===== config.mk =====
export PLATFORM = sky130hd
export DESIGN_NAME = jtag_tap_sync_flat
export DESIGN_NICKNAME = d
export VERILOG_FILES = /design/src/rtl/jtag_tap_sync_if.sv /design/src/rtl/jtag_tap_sync.sv /design/src/flat_wrapper.sv
export SDC_FILE = /design/constraint.sdc
export NUM_CORES = 1
export LEC_CHECK = 0
export CORE_MARGIN = 10
export CORE_UTILIZATION = 63
export DETAILED_ROUTE_END_ITERATION = 7
export GPL_TIMING_DRIVEN = 1
export PLACE_DENSITY = 0.88
export SLEW_MARGIN = 10
export SYNTH_ARGS = -nofsm -noshare
export SYNTH_HDL_FRONTEND = slang
export SYNTH_SLANG_ARGS = --single-unit

===== constraint.sdc =====
create_clock -name clk_i -period 3.85 [get_ports clk_i]
set_clock_uncertainty 0.1 [all_clocks]
set_input_delay 0.77 -clock clk_i [delete_from_list [all_inputs] [get_ports clk_i]]
set_output_delay 0.77 -clock clk_i [all_outputs]
set_load 0.02 [all_outputs]

===== src/rtl/jtag_tap_sync_if.sv =====
// rtl/jtag_tap_sync_if.sv - JTAG pin and configuration-output bundle for jtag_tap_sync
//
// Members:
//   jtag_tck_i, jtag_trst_ni, jtag_tms_i, jtag_tdi_i  JTAG pins driven by the initiator
//   jtag_tdo_o, jtag_tdo_oe_o                         TDO and its output enable
//   conf_reg_o [CONF_WIDTH]                           configuration register toward the SoC
//   conf_update_o                                     one-cycle write strobe for conf_reg_o
//   test_logic_reset_o                                high while the TAP is in Test-Logic-Reset
// Modports: master (initiator side), slave (TAP side).
interface jtag_tap_sync_if #(
    parameter int CONF_WIDTH = 9
);
    logic                  jtag_tck_i;
    logic                  jtag_trst_ni;
    logic                  jtag_tms_i;
    logic                  jtag_tdi_i;
    logic                  jtag_tdo_o;
    logic                  jtag_tdo_oe_o;
    logic [CONF_WIDTH-1:0] conf_reg_o;
    logic                  conf_update_o;
    logic                  test_logic_reset_o;

    modport master (
        output jtag_tck_i, jtag_trst_ni, jtag_tms_i, jtag_tdi_i,
        input  jtag_tdo_o, jtag_tdo_oe_o, conf_reg_o, conf_update_o, test_logic_reset_o
    );

    modport slave (
        input  jtag_tck_i, jtag_trst_ni, jtag_tms_i, jtag_tdi_i,
        output jtag_tdo_o, jtag_tdo_oe_o, conf_reg_o, conf_update_o, test_logic_reset_o
    );
endinterface


===== src/rtl/jtag_tap_sync.sv =====
// rtl/jtag_tap_sync.sv - oversampled IEEE 1149.1 TAP with IDCODE, BYPASS and CONFREG data registers
//
// Ports:
//   clk_i   system clock; every register lives in this domain
//   rst_n   asynchronous active-low reset
//   jtag    jtag_tap_sync_if.slave: TCK/TRST/TMS/TDI in, TDO/TDO-enable, conf_reg_o,
//           conf_update_o and test_logic_reset_o out
// Build option:
//   JTAG_TAP_CONFREG_CAPTURE_EN  when defined, Capture-DR on CONFREG loads the current
//                                conf_reg_o (readback); otherwise it loads zeros.
module jtag_tap_sync #(
    parameter int          IR_WIDTH     = 4,
    parameter logic [31:0] IDCODE_VALUE = 32'h249511C3,
    parameter int          CONF_WIDTH   = 9
) (
    input  logic          clk_i,
    input  logic          rst_n,
    jtag_tap_sync_if.slave jtag
);

    localparam logic [IR_WIDTH-1:0] IR_IDCODE  = IR_WIDTH'(1);
    localparam logic [IR_WIDTH-1:0] IR_CONFREG = IR_WIDTH'(6);

    typedef enum logic [3:0] {
        TEST_LOGIC_RESET,
        RUN_TEST_IDLE,
        SELECT_DR,
        CAPTURE_DR,
        SHIFT_DR,
        EXIT1_DR,
        PAUSE_DR,
        EXIT2_DR,
        UPDATE_DR,
        SELECT_IR,
        CAPTURE_IR,
        SHIFT_IR,
        EXIT1_IR,
        PAUSE_IR,
        EXIT2_IR,
        UPDATE_IR
    } tap_state_t;

    // Every pin passes through the same two-flop depth so TMS/TDI line up with the TCK edge.
    logic tck_s1, tck_s2, tck_d;
    logic tms_s1, tms_s2;
    logic tdi_s1, tdi_s2;
    logic trst_s1, trst_s2;

    always_ff @(posedge clk_i or negedge rst_n) begin
        if (!rst_n) begin
            tck_s1  <= 1'b0;
            tck_s2  <= 1'b0;
            tck_d   <= 1'b0;
            tms_s1  <= 1'b0;
            tms_s2  <= 1'b0;
            tdi_s1  <= 1'b0;
            tdi_s2  <= 1'b0;
            trst_s1 <= 1'b0;
            trst_s2 <= 1'b0;
        end else begin
            tck_s1  <= jtag.jtag_tck_i;
            tck_s2  <= tck_s1;
            tck_d   <= tck_s2;
            tms_s1  <= jtag.jtag_tms_i;
            tms_s2  <= tms_s1;
            tdi_s1  <= jtag.jtag_tdi_i;
            tdi_s2  <= tdi_s1;
            trst_s1 <= jtag.jtag_trst_ni;
            trst_s2 <= trst_s1;
        end
    end

    logic tck_rise, tck_fall;
    assign tck_rise = tck_s2 & ~tck_d;
    assign tck_fall = ~tck_s2 & tck_d;

    tap_state_t state_q, state_d;
    logic       enter_update_dr, enter_update_ir;
    logic       shift_oe_d;

    always_ff @(posedge clk_i or negedge rst_n) begin
        if (!rst_n) begin
            state_q <= TEST_LOGIC_RESET;
        end else begin
            state_q <= state_d;
        end
    end

    // TRST takes priority over a coincident TCK rise.
    always_comb begin
        state_d = state_q;
        if (!trst_s2) begin
            state_d = TEST_LOGIC_RESET;
        end else if (tck_rise) begin
            unique case (state_q)
                TEST_LOGIC_RESET: state_d = tms_s2 ? TEST_LOGIC_RESET : RUN_TEST_IDLE;
                RUN_TEST_IDLE:    state_d = tms_s2 ? SELECT_DR        : RUN_TEST_IDLE;
                SELECT_DR:        state_d = tms_s2 ? SELECT_IR        : CAPTURE_DR;
                CAPTURE_DR:       state_d = tms_s2 ? EXIT1_DR         : SHIFT_DR;
                SHIFT_DR:         state_d = tms_s2 ? EXIT1_DR         : SHIFT_DR;
                EXIT1_DR:         state_d = tms_s2 ? UPDATE_DR        : PAUSE_DR;
                PAUSE_DR:         state_d = tms_s2 ? EXIT2_DR         : PAUSE_DR;
                EXIT2_DR:         state_d = tms_s2 ? UPDATE_DR        : SHIFT_DR;
                UPDATE_DR:        state_d = tms_s2 ? SELECT_DR        : RUN_TEST_IDLE;
                SELECT_IR:        state_d = tms_s2 ? TEST_LOGIC_RESET : CAPTURE_IR;
                CAPTURE_IR:       state_d = tms_s2 ? EXIT1_IR         : SHIFT_IR;
                SHIFT_IR:         state_d = tms_s2 ? EXIT1_IR         : SHIFT_IR;
                EXIT1_IR:         state_d = tms_s2 ? UPDATE_IR        : PAUSE_IR;
                PAUSE_IR:         state_d = tms_s2 ? EXIT2_IR         : PAUSE_IR;
                EXIT2_IR:         state_d = tms_s2 ? UPDATE_IR        : SHIFT_IR;
                UPDATE_IR:        state_d = tms_s2 ? SELECT_DR        : RUN_TEST_IDLE;
                default:          state_d = TEST_LOGIC_RESET;
            endcase
        end
        enter_update_dr = (state_d == UPDATE_DR) && (state_q != UPDATE_DR);
        enter_update_ir = (state_d == UPDATE_IR) && (state_q != UPDATE_IR);
        shift_oe_d      = (state_d == SHIFT_DR) || (state_d == SHIFT_IR);
    end

    logic [IR_WIDTH-1:0]   ir_q, ir_sr;
    logic [31:0]           idcode_sr;
    logic                  bypass_sr;
    logic [CONF_WIDTH-1:0] conf_sr, conf_reg_q;
    logic                  conf_update_q, tdo_q, tdo_oe_q, tlr_q;

    // Unlisted IR codes fall through to the 1-bit bypass path.
    logic sel_idcode, sel_conf;
    assign sel_idcode = (ir_q == IR_IDCODE);
    assign sel_conf   = (ir_q == IR_CONFREG);

    always_ff @(posedge clk_i or negedge rst_n) begin
        if (!rst_n) begin
            ir_q          <= IR_IDCODE;
            ir_sr         <= '0;
            idcode_sr     <= '0;
            bypass_sr     <= 1'b0;
            conf_sr       <= '0;
            conf_reg_q    <= '0;
            conf_update_q <= 1'b0;
            tdo_q         <= 1'b0;
            tdo_oe_q      <= 1'b0;
            tlr_q         <= 1'b1;
        end else begin
            conf_update_q <= 1'b0;
            tdo_oe_q      <= shift_oe_d;
            tlr_q         <= (state_d == TEST_LOGIC_RESET);
            if (!trst_s2) begin
                ir_q       <= IR_IDCODE;
                conf_reg_q <= '0;
            end else begin
                if (tck_rise) begin
                    case (state_q)
                        CAPTURE_IR: ir_sr <= IR_WIDTH'(1);
                        SHIFT_IR:   ir_sr <= {tdi_s2, ir_sr[IR_WIDTH-1:1]};
                        CAPTURE_DR: begin
                            if (sel_idcode) begin
                                idcode_sr <= IDCODE_VALUE;
                            end else if (sel_conf) begin
`ifdef JTAG_TAP_CONFREG_CAPTURE_EN
                                conf_sr <= conf_reg_q;
`else
                                conf_sr <= '0;
`endif
                            end else begin
                                bypass_sr <= 1'b0;
                            end
                        end
                        SHIFT_DR: begin
                            if (sel_idcode) begin
                                idcode_sr <= {tdi_s2, idcode_sr[31:1]};
                            end else if (sel_conf) begin
                                conf_sr <= {tdi_s2, conf_sr[CONF_WIDTH-1:1]};
                            end else begin
                                bypass_sr <= tdi_s2;
                            end
                        end
                        default: ;
                    endcase
                end

                // TMS-driven Test-Logic-Reset restores IDCODE but leaves conf_reg_o alone.
                if (state_d == TEST_LOGIC_RESET) begin
                    ir_q <= IR_IDCODE;
                end else if (enter_update_ir) begin
                    ir_q <= ir_sr;
                end

                if (enter_update_dr && sel_conf) begin
                    conf_reg_q    <= conf_sr;
                    conf_update_q <= 1'b1;
                end

                if (tck_fall) begin
                    if (state_q == SHIFT_IR) begin
                        tdo_q <= ir_sr[0];
                    end else if (state_q == SHIFT_DR) begin
                        if (sel_idcode) begin
                            tdo_q <= idcode_sr[0];
                        end else if (sel_conf) begin
                            tdo_q <= conf_sr[0];
                        end else begin
                            tdo_q <= bypass_sr;
                        end
                    end
                end
            end
        end
    end

    assign jtag.jtag_tdo_o         = tdo_q;
    assign jtag.jtag_tdo_oe_o      = tdo_oe_q;
    assign jtag.conf_reg_o         = conf_reg_q;
    assign jtag.conf_update_o      = conf_update_q;
    assign jtag.test_logic_reset_o = tlr_q;

endmodule


===== src/flat_wrapper.sv =====
// flat-port wrapper written by rule: the top's interface ports become plain ports
module jtag_tap_sync_flat 
#(
    parameter int          IR_WIDTH     = 4,
    parameter logic [31:0] IDCODE_VALUE = 32'h249511C3,
    parameter int          CONF_WIDTH   = 9
)
  (clk_i, rst_n, jtag_jtag_tck_i, jtag_jtag_trst_ni, jtag_jtag_tms_i, jtag_jtag_tdi_i, jtag_jtag_tdo_o, jtag_jtag_tdo_oe_o, jtag_conf_reg_o, jtag_conf_update_o, jtag_test_logic_reset_o);
  jtag_tap_sync_if #(.CONF_WIDTH(CONF_WIDTH)) jtag_i ();
  input  logic clk_i;
  input  logic rst_n;
  input wire logic [$bits(jtag_i.jtag_tck_i)-1:0] jtag_jtag_tck_i;
  input wire logic [$bits(jtag_i.jtag_trst_ni)-1:0] jtag_jtag_trst_ni;
  input wire logic [$bits(jtag_i.jtag_tms_i)-1:0] jtag_jtag_tms_i;
  input wire logic [$bits(jtag_i.jtag_tdi_i)-1:0] jtag_jtag_tdi_i;
  output wire logic [$bits(jtag_i.jtag_tdo_o)-1:0] jtag_jtag_tdo_o;
  output wire logic [$bits(jtag_i.jtag_tdo_oe_o)-1:0] jtag_jtag_tdo_oe_o;
  output wire logic [$bits(jtag_i.conf_reg_o)-1:0] jtag_conf_reg_o;
  output wire logic [$bits(jtag_i.conf_update_o)-1:0] jtag_conf_update_o;
  output wire logic [$bits(jtag_i.test_logic_reset_o)-1:0] jtag_test_logic_reset_o;
  assign jtag_i.jtag_tck_i = jtag_jtag_tck_i;
  assign jtag_i.jtag_trst_ni = jtag_jtag_trst_ni;
  assign jtag_i.jtag_tms_i = jtag_jtag_tms_i;
  assign jtag_i.jtag_tdi_i = jtag_jtag_tdi_i;
  assign jtag_jtag_tdo_o = jtag_i.jtag_tdo_o;
  assign jtag_jtag_tdo_oe_o = jtag_i.jtag_tdo_oe_o;
  assign jtag_conf_reg_o = jtag_i.conf_reg_o;
  assign jtag_conf_update_o = jtag_i.conf_update_o;
  assign jtag_test_logic_reset_o = jtag_i.test_logic_reset_o;
  jtag_tap_sync #(.IR_WIDTH(IR_WIDTH), .IDCODE_VALUE(IDCODE_VALUE), .CONF_WIDTH(CONF_WIDTH)) u_core (.clk_i(clk_i), .rst_n(rst_n), .jtag(jtag_i));
endmodule

### Word level (Yosys, flattened, before mapping)

Index checks and enable logic that the tools add are counted.

| word-level totals | value |
|---|---|
| input port bits | 6 |
| bits in read-only memories | 0 |
| bits in writable memories | 0 |
| register bits after elaboration | 76 |
| logic and storage cells | 114 |
| bits in latches | 0 |
| output and inout port bits | 13 |
| memories | 0 |

| operators by class | value |
|---|---|
| reduce and logical (&&, ||, !) cells | 17 |
| equality and inequality tests | 33 |
| $lt $le $gt $ge | 0 |
| divide/modulo/power cells | 0 |
| $add $sub $neg | 0 |
| bitwise logic cells | 4 |
| shift-type cells | 0 |
| multipliers | 0 |
| muxes and demuxes | 40 |

Operator list:

| operator | number |
|---|---|
| two-way mux 32 bit | 2 |
| case mux 32 bit (2 select lines) | 1 |
| two-way mux 9 bit | 6 |
| case mux 4 bit (12 select lines) | 1 |
| == test 4 bit (second input constant) | 11 |
| two-way mux 4 bit | 9 |
| == test 4 x 3 -> 1 bit (second input constant) | 6 |
| case mux 9 bit (2 select lines) | 1 |
| AND reduction 7 bit | 2 |
| two-way mux 1 bit | 13 |
| != test 2 bit (second input constant) | 5 |
| == test 4 x 1 -> 1 bit (second input constant) | 2 |
| == test 4 x 2 -> 1 bit (second input constant) | 2 |
| zero test 4 bit | 2 |
| != test 2 x 1 -> 1 bit (second input constant) | 4 |
| != test 4 bit (second input constant) | 2 |
| case mux 4 bit (2 select lines) | 1 |
| two-way mux 2 bit | 3 |
| two-way mux 3 bit | 2 |
| AND reduction 3 bit | 2 |
| nonzero test 2 bit | 3 |
| AND reduction 5 bit | 1 |
| OR reduction 2 bit | 2 |
| logical AND 1 bit | 3 |
| other kinds (6) | 8 |

### Depth between registers and ports, before layout

Gate-level depths: netlist of run 1.

| logic depth | value |
|---|---|
| depth in word-level cells | 10 |
| depth in mapped cells | 9 |
| depth with buffers taken out | 6 |

### Least setup slack after synthesis of run 1

No wires, ideal clock.

| timing path | value |
|---|---|
| path kind | flip-flop to flip-flop |
| start | register u_core.state_q[0] |
| end | register u_core.tdo_oe_q, in the netlist u_core.jtag.jtag_tdo_oe_o |
| slack | 1.624 ns |
| clock period less this slack | 2.226 ns |
| path buffers | 2 |
| stages on the path, launching flop included | 9 |
| data arrival time | 2.049 ns |
| data required time | 3.673 ns |
| setup time | 0.077 ns |
| cell sequence | dfrtp_1 > buf_6 > and2b_2 > a222oi_1 > a211o_1 > or4_1 > buf_2 > or3b_1 > a21oi_1 |

| between the ends | value |
|---|---|
| word-level cells in the longest chain between the ends | 7 |
| elaborated cells on any way between the ends | 25 |
| classes of those cells | eq/ne (17); mux (3); reduce/logical (5) |

RTL lines:

| item | RTL line | source |
|---|---|---|
| from (decl) | jtag_tap_sync.sv:77 | `tap_state_t state_q, state_d;` |
| from (signal assigned) | jtag_tap_sync.sv:85 | `state_q <= state_d;` |
| == test 4 x 1 -> 1 bit, or another cell as far along | jtag_tap_sync.sv:95 | `unique case (state_q)` |
| OR reduction 3 bit (no line) or OR reduction 2 bit (tied branches) | n/a |  |
| case mux 4 bit (12 select lines) | jtag_tap_sync.sv:95 |  |
| two-way mux 4 bit (*) | jtag_tap_sync.sv:94 | `end else if (tck_rise) begin` |
| two-way mux 4 bit (*) | jtag_tap_sync.sv:92 | `if (!trst_s2) begin` |
| == test 4 x 3 -> 1 bit or == test 4 bit (tied branches) | jtag_tap_sync.sv:117 | `shift_oe_d = (state_d == SHIFT_DR) \|\| (state_d == SHIFT_IR);` |
| logical OR 1 bit (*) | jtag_tap_sync.sv:117 |  |
| via u_core.shift_oe_d | jtag_tap_sync.sv:79 | `logic shift_oe_d;` |
| to (signal assigned) | jtag_tap_sync.sv:145 | `tdo_oe_q <= shift_oe_d;` |
| to (decl) | jtag_tap_sync.sv:124 | `logic conf_update_q, tdo_q, tdo_oe_q, tlr_q;` |

Mark *: on every way through the listed nets, which the timed path passes. The rest lies on a longest branch.
A chain may end at the register's enable or synchronous reset.

### Final worst setup path of run 1

| timing path | value |
|---|---|
| start | register u_core.state_q[3] |
| end | register u_core.conf_reg_q[2], in the netlist u_core.jtag.conf_reg_o[2] |

| between the ends | value |
|---|---|
| word-level cells in the longest chain between the ends | 9 |
| elaborated cells on any way between the ends | 27 |
| classes of those cells | eq/ne (18); mux (3); reduce/logical (6) |

RTL lines:

| item | RTL line | source |
|---|---|---|
| == test 4 x 1 -> 1 bit, or another cell as far along | jtag_tap_sync.sv:95 |  |
| OR reduction 3 bit (no line) or OR reduction 2 bit (tied branches) | n/a |  |
| case mux 4 bit (12 select lines) | jtag_tap_sync.sv:95 |  |
| two-way mux 4 bit | jtag_tap_sync.sv:94 |  |
| two-way mux 4 bit | jtag_tap_sync.sv:92 |  |
| == test 4 bit | jtag_tap_sync.sv:115 | `enter_update_dr = (state_d == UPDATE_DR) && (state_q != UPDATE_DR);` |
| logical AND 1 bit (*) | jtag_tap_sync.sv:115 |  |
| logical AND 1 bit (*) | jtag_tap_sync.sv:188 | `if (enter_update_dr && sel_conf) begin` |
| != test 2 bit (no line) (*) | n/a |  |
| to (signal assigned) | jtag_tap_sync.sv:189 | `conf_reg_q <= conf_sr;` |
| to (decl) | jtag_tap_sync.sv:123 | `logic [CONF_WIDTH-1:0] conf_sr, conf_reg_q;` |

Mark *: on every way between the ends. The rest lies on a longest branch, timed or not.

==> flow_summary.ini, run 1 <==
[setup_path]
worstPathMaxFanout = 17
critPathLaunchType = flip-flop
r2r-start = u_core.state_q[3]
crit_start = u_core.state_q[3]
cp.arrival_ns = 2.98
crit_path_end = u_core.jtag.conf_reg_o[2]
rr_worst_depth = 6
path_class = reg2reg
worstPathRequired_ns = 4.01
cp-end-kind = flip-flop
rrSetupSlack_ns = 1.02
r2r_end = u_core.jtag.conf_reg_o[2]

[power]
power_density_nw_per_um2 = 401
peakVddDrop_v = 0.000585
cellLeakagePower_nw = 1.59

[global_routing]
antenna_found_initial = 0
grt_max_degree = 77
grt.overflow.total = 0
grt_pass1_vias = 2348
grt_pass1_wl_mm = 11.3
gr-usage-all-layers_pct = 16.2

[finish]
fin_area_um2 = 3710
finish.utilization_pct = 72.7
n_antenna_cell = 0
drive_gt1_share_pct = 7.50
layout_common_cells = nand2_1, dfrtp_1, o21ai_0
num-fill-cells = 385
syn2layout_area_growth_pct = 11.8
final-seq-area_um2 = 1900
final_common_cell = nand2_1
multi_input_area_um2 = 1260
stdcell_count = 430
fin_nets = 361

[place]
placed_cell_area_um2 = 3500
io_buffers = 18
dpl.hpwl_mm = 4.14
dp_cells = 414
gp_congestion = 0.932

[sta]
finalCritPeriodShare_pct = 73.4
final-hold-violation-count = 0
setup_viol = 0
slew_viol_final = 0
rsz0062_at_grt = false
setup_tns_ns = 0
max_freq_mhz = 354
slew_headroom_pct = 32.8
tightest_slew_ns = 1.01
min_period_ns = 2.83

[routing]
wl_per_cell_um = 15.0
drt-total-wl_mm = 6.43
drc = 0
drtIter0Drc = 254
dr_total_vias = 2433
first_pass_iters = 4
ant_nets = 0
via_per_inst = 5.66

[floorplan]
dieHeight_um = 92.6
start_util_pct = 65.0
coreArea_um2 = 5110
dieArea_um2 = 8580
ios = 19
num_rows = 26
die_x_um = 92.6

[synthesis]
yosysWarnings = 0
synth_top_area_share_pct = 55.7
synth.net_count = 351
avgSynthCellArea_um2 = 9.63
synth.area.top_cells = dfrtp_1, nand2_1, o21ai_0, mux2i_1, nor2_1
syn_inst = 345
netlist_area_um2 = 3320
synthFlopType = dfrtp_1
synth_cell_types = 52
synth_seq_cells = 76
ys_seq_area_share_pct = 57.3
post-synth-top-area-cell = dfrtp_1
async_reset_ff_share_pct = 100
synth_edf_count = 0

[clock_network]
clock_sinks = 76
clock_latency_ns = 0.34
cts_setup_buffers = 0
numCtsBuffers = 9
clockBufferDepth = 2
htreeDepth = 3
holdBufCountCts = 0
clkTransAtPathRegs_ns = 0.07
cts_resized = 0
cts_tree = yes
cts-root-buf = clkbuf_8

[worst_hold_path]
hold_class = reg2reg

[run_status]
outcome = complete, no violations

[run]
cap_violations = 0
cell usage after synthesis, types with 3 or more instances:
| cell | instances |
|---|---|
| a21oi_1 | 9 |
| buf_4 | 4 |
| clkbuf_1 | 13 |
| dfrtp_1 | 74 |
| inv_1 | 13 |
| mux2i_1 | 9 |
| nand2_1 | 85 |
| nand3_1 | 5 |
| nand3b_1 | 3 |
| nor2_1 | 18 |
| nor2b_1 | 4 |
| nor3b_1 | 3 |
| o21ai_0 | 47 |
| o2bb2ai_1 | 3 |
| o31ai_1 | 9 |
| or3b_1 | 3 |
area by class of cell:
class / count / share of cell area (%)
Clock inverter: 3 / 1.18
Multi-Input combinational cell: 234 / 34.0
Inverter: 14 / 1.42
Tap cell: 70 / 2.36
Timing Repair Buffer: 20 / 5.19
Clock buffer: 13 / 4.55
Sequential cell: 76 / 51.3
logic make-up after synthesis:
logic type      count (synthesis)  share of synthesized area (%)
simple gates                  141                           19.8
compound gates                 83                           14.9
flops                          76                           57.3
buf+inv                        35                           4.97
mux                             9                           2.71
xor+xnor                        1                          0.264
critical path, stage by stage, from the launching register on:
cell and delay [ns]:
dfrtp_1 0.65, nor2b_1 0.39, a21oi_1 0.12, o21ai_0 0.31
o31ai_1 0.14, nor3_2 0.76, mux2i_1 0.29
sequential cells by signal, indices dropped and copies added, names as in the netlist:
signal	flops
u_core.ir_sr	4
u_core.jtag.conf_update_o	1
u_core.tdi_s2	1
u_core.trst_s2	1
u_core.ir_q	4
u_core.trst_s1	1
u_core.jtag.test_logic_reset_o	1
u_core.tck_s1	1
u_core.bypass_sr	1
u_core.jtag.conf_reg_o	9
u_core.tck_d	1
u_core.tdi_s1	1
u_core.conf_sr	9
u_core.tck_s2	1
u_core.jtag.jtag_tdo_o	1
u_core.tms_s1	1
u_core.idcode_sr	32
u_core.tms_s2	1
u_core.jtag.jtag_tdo_oe_o	1
u_core.state_q	4
how the worst min path moves through the flow:
stage,depth (start not counted),slack (ns),from,end
final,0,0.25,u_core.tck_s1,u_core.tck_s2
after global routing,0,0.25,u_core.tck_s1,u_core.tck_s2
after CTS,0,0.25,u_core.tck_s1,u_core.tck_s2
after detailed placement,0,0.24,u_core.tck_s1,u_core.tck_s2
after global placement,0,0.23,u_core.trst_s1,u_core.trst_s2
after floorplan,0,0.23,u_core.tck_s1,u_core.tck_s2
metal layers:
metal	up-vias	GRT usage, %	routed length (µm)
li1	1192	-	-
met1	1169	21.0	2860
met2	57	24.7	3100
met3	15	4.68	306
met4	0	7.20	168
met5	-	0	0
metrics by stage:
step	total power, W	hold WS [ns]	worst slack (ns)
6_report	0.00149	0.249	1.02
5_1_grt	0.00154	0.252	0.724
4_1_cts	0.00150	0.251	1.00
3_5_place_dp	0.000877	0.236	1.02
3_3_place_gp	0.000876	0.234	1.17
2_1_floorplan	0.000851	0.231	1.62
report_power, final:
| part | internal, W | switching (W) | total (W) | leakage [nW] |
|---|---|---|---|---|
| sequential | 0.000805 | 0.0000107 | 0.000816 | 1.03 |
| clock | 0.000353 | 0.000274 | 0.000627 | 0.110 |
| combinational | 0.0000147 | 0.0000301 | 0.0000448 | 0.444 |
Note: power is estimated with default switching activity, not from simulation.
==> inputs of run 2 (changes only) <==
- CORE_UTILIZATION: 63 -> 59
- PLACE_DENSITY: 0.88 -> 0.83
- clock period: 3.85 -> 2.88 ns (I/O delays scaled with it)
==> flow_summary.ini, run 2 (synthesis results as in run 1) <==
[run_status]
outcome = complete, no violations

[routing]
dr_total_vias = 2438
drt-total-wl_mm = 6.52
drtIter0Drc = 122
drc = 0
ant_nets = 0
wl_per_cell_um = 14.9
first_pass_iters = 5
via_per_inst = 5.57

[floorplan]
coreArea_um2 = 5470
dieArea_um2 = 9030
dieHeight_um = 95.0
num_rows = 27
start_util_pct = 60.7
die_x_um = 95.0
ios = 19

[setup_path]
cp.arrival_ns = 2.82
rrSetupSlack_ns = 0.23
cp-end-kind = flip-flop
crit_path_cell_trace = nor3b_1 -> a222oi_1 -> a211o_1 -> or4_1 -> or3b_1 -> a21oi_1
crit_slowest_cell = dfrtp_1
worstPathRequired_ns = 3.05
worstPathMaxFanout = 19
r2r_end = u_core.jtag.jtag_tdo_oe_o
path_class = reg2reg
max_stage_delay_ns = 0.68
r2r-start = u_core.state_q[0]
critPathLaunchType = flip-flop
rr_worst_depth = 6

[finish]
fin_nets = 368
largest-register = u_core.idcode_sr
n_antenna_cell = 0
layout_common_cells = nand2_1, dfrtp_1, o21ai_0
stdcell_count = 438
final_common_cell = nand2_1
num-fill-cells = 429
drive_gt1_share_pct = 9.02
fin_area_um2 = 3780
syn2layout_area_growth_pct = 13.7
largest_reg_flops = 32

[sta]
final-hold-violation-count = 0
min_period_ns = 2.65
rsz0062_at_grt = false
setup_viol = 0
slew_viol_final = 0
slew_headroom_pct = 58.6
finalCritPeriodShare_pct = 92.0
post-route-worst-setup-slack_ns = 0.230
setup_tns_ns = 0
max_freq_mhz = 377
tightest_slew_ns = 0.613

[clock_network]
cts_tree = yes
cts-root-buf = clkbuf_8
clock_sinks = 76
cts_setup_buffers = 0
holdBufCountCts = 0
clock_latency_ns = 0.34
clkTransAtPathRegs_ns = 0.07
clockBufferDepth = 2
htreeDepth = 3
cts_resized = 0
numCtsBuffers = 9

[global_routing]
gr-usage-all-layers_pct = 16.0
grt_pass1_vias = 2354
grt_pass1_wl_mm = 11.4
antenna_found_initial = 0
grt.overflow.total = 0
grt_max_degree = 65

[place]
io_buffers = 18
gp_congestion = 0.852
place_worst_setup_slack_ns = 0.312
dpl.hpwl_mm = 4.32
dp_cells = 423
placed_cell_area_um2 = 3550

[run]
cap_violations = 0

[power]
power_density_nw_per_um2 = 544
peakVddDrop_v = 0.000421
cellLeakagePower_nw = 1.63
total_power_w = 0.00206

[worst_hold_path]
hold_class = in2async
[run 2: through the flow]
step / hold WS, ns / utilization [%]
2_1_floorplan: 0.180 / -
3_3_place_gp: 0.232 / 65.0
3_5_place_dp: 0.235 / 65.0
4_1_cts: 0.127 / 69.0
5_1_grt: 0.137 / 69.0
6_report: 0.119 / 69.0
[run 2: worst max-delay path by stage]
stage | depth (start not counted) | to | from
floorplan | 8 | u_core.jtag.jtag_tdo_oe_o | u_core.state_q[0]
detailed placement | 6 | u_core.jtag.jtag_tdo_oe_o | u_core.state_q[0]
global placement | 6 | u_core.jtag.jtag_tdo_oe_o | u_core.state_q[0]
finish | 6 | u_core.jtag.jtag_tdo_oe_o | u_core.state_q[0]
global route | 6 | u_core.jtag.jtag_tdo_oe_o | u_core.state_q[0]
CTS | 6 | u_core.jtag.jtag_tdo_oe_o | u_core.state_q[0]
[run 2: cell type report]
| class | count | area (µm²) | area share [%] |
|---|---|---|---|
| Sequential cell | 76 | 1900 | 50.4 |
| Multi-Input combinational cell | 234 | 1260 | 33.4 |
| Timing Repair Buffer | 27 | 245 | 6.49 |
| Clock buffer | 12 | 155 | 4.11 |
| Tap cell | 72 | 90.1 | 2.38 |
| Clock inverter | 3 | 68.8 | 1.82 |
| Inverter | 14 | 52.6 | 1.39 |
[run 2: worst max-delay path, delay by kind of cell (launching register included)]
family	cells	cell delay [ns]
DFF	1	0.68
and+or+nand+nor	3	1.19
AOI/OAI and AO/OA	3	0.62
[run 2: power by group]
part           internal [W]  total (W)  switching, W
Clock              0.000534   0.000901      0.000366
Sequential          0.00108    0.00109     0.0000120
Combinational     0.0000230  0.0000675     0.0000445
Total               0.00163    0.00206      0.000423
[run 2: metal layers]
layer | vias to the layer above | GRT usage (%) | routed length [µm]
met2 | 59 | 24.1 | 3070
met1 | 1162 | 21.1 | 2980
met4 | 0 | 5.99 | 97
li1 | 1206 | - | -
met5 | - | 0 | 0
met3 | 11 | 5.18 | 369
==> inputs of run 3 (changes only) <==
- SLEW_MARGIN: 10 -> unset
==> results of run 3 <==
No change in the layout: final DEF, timing and power equal those of run 2.
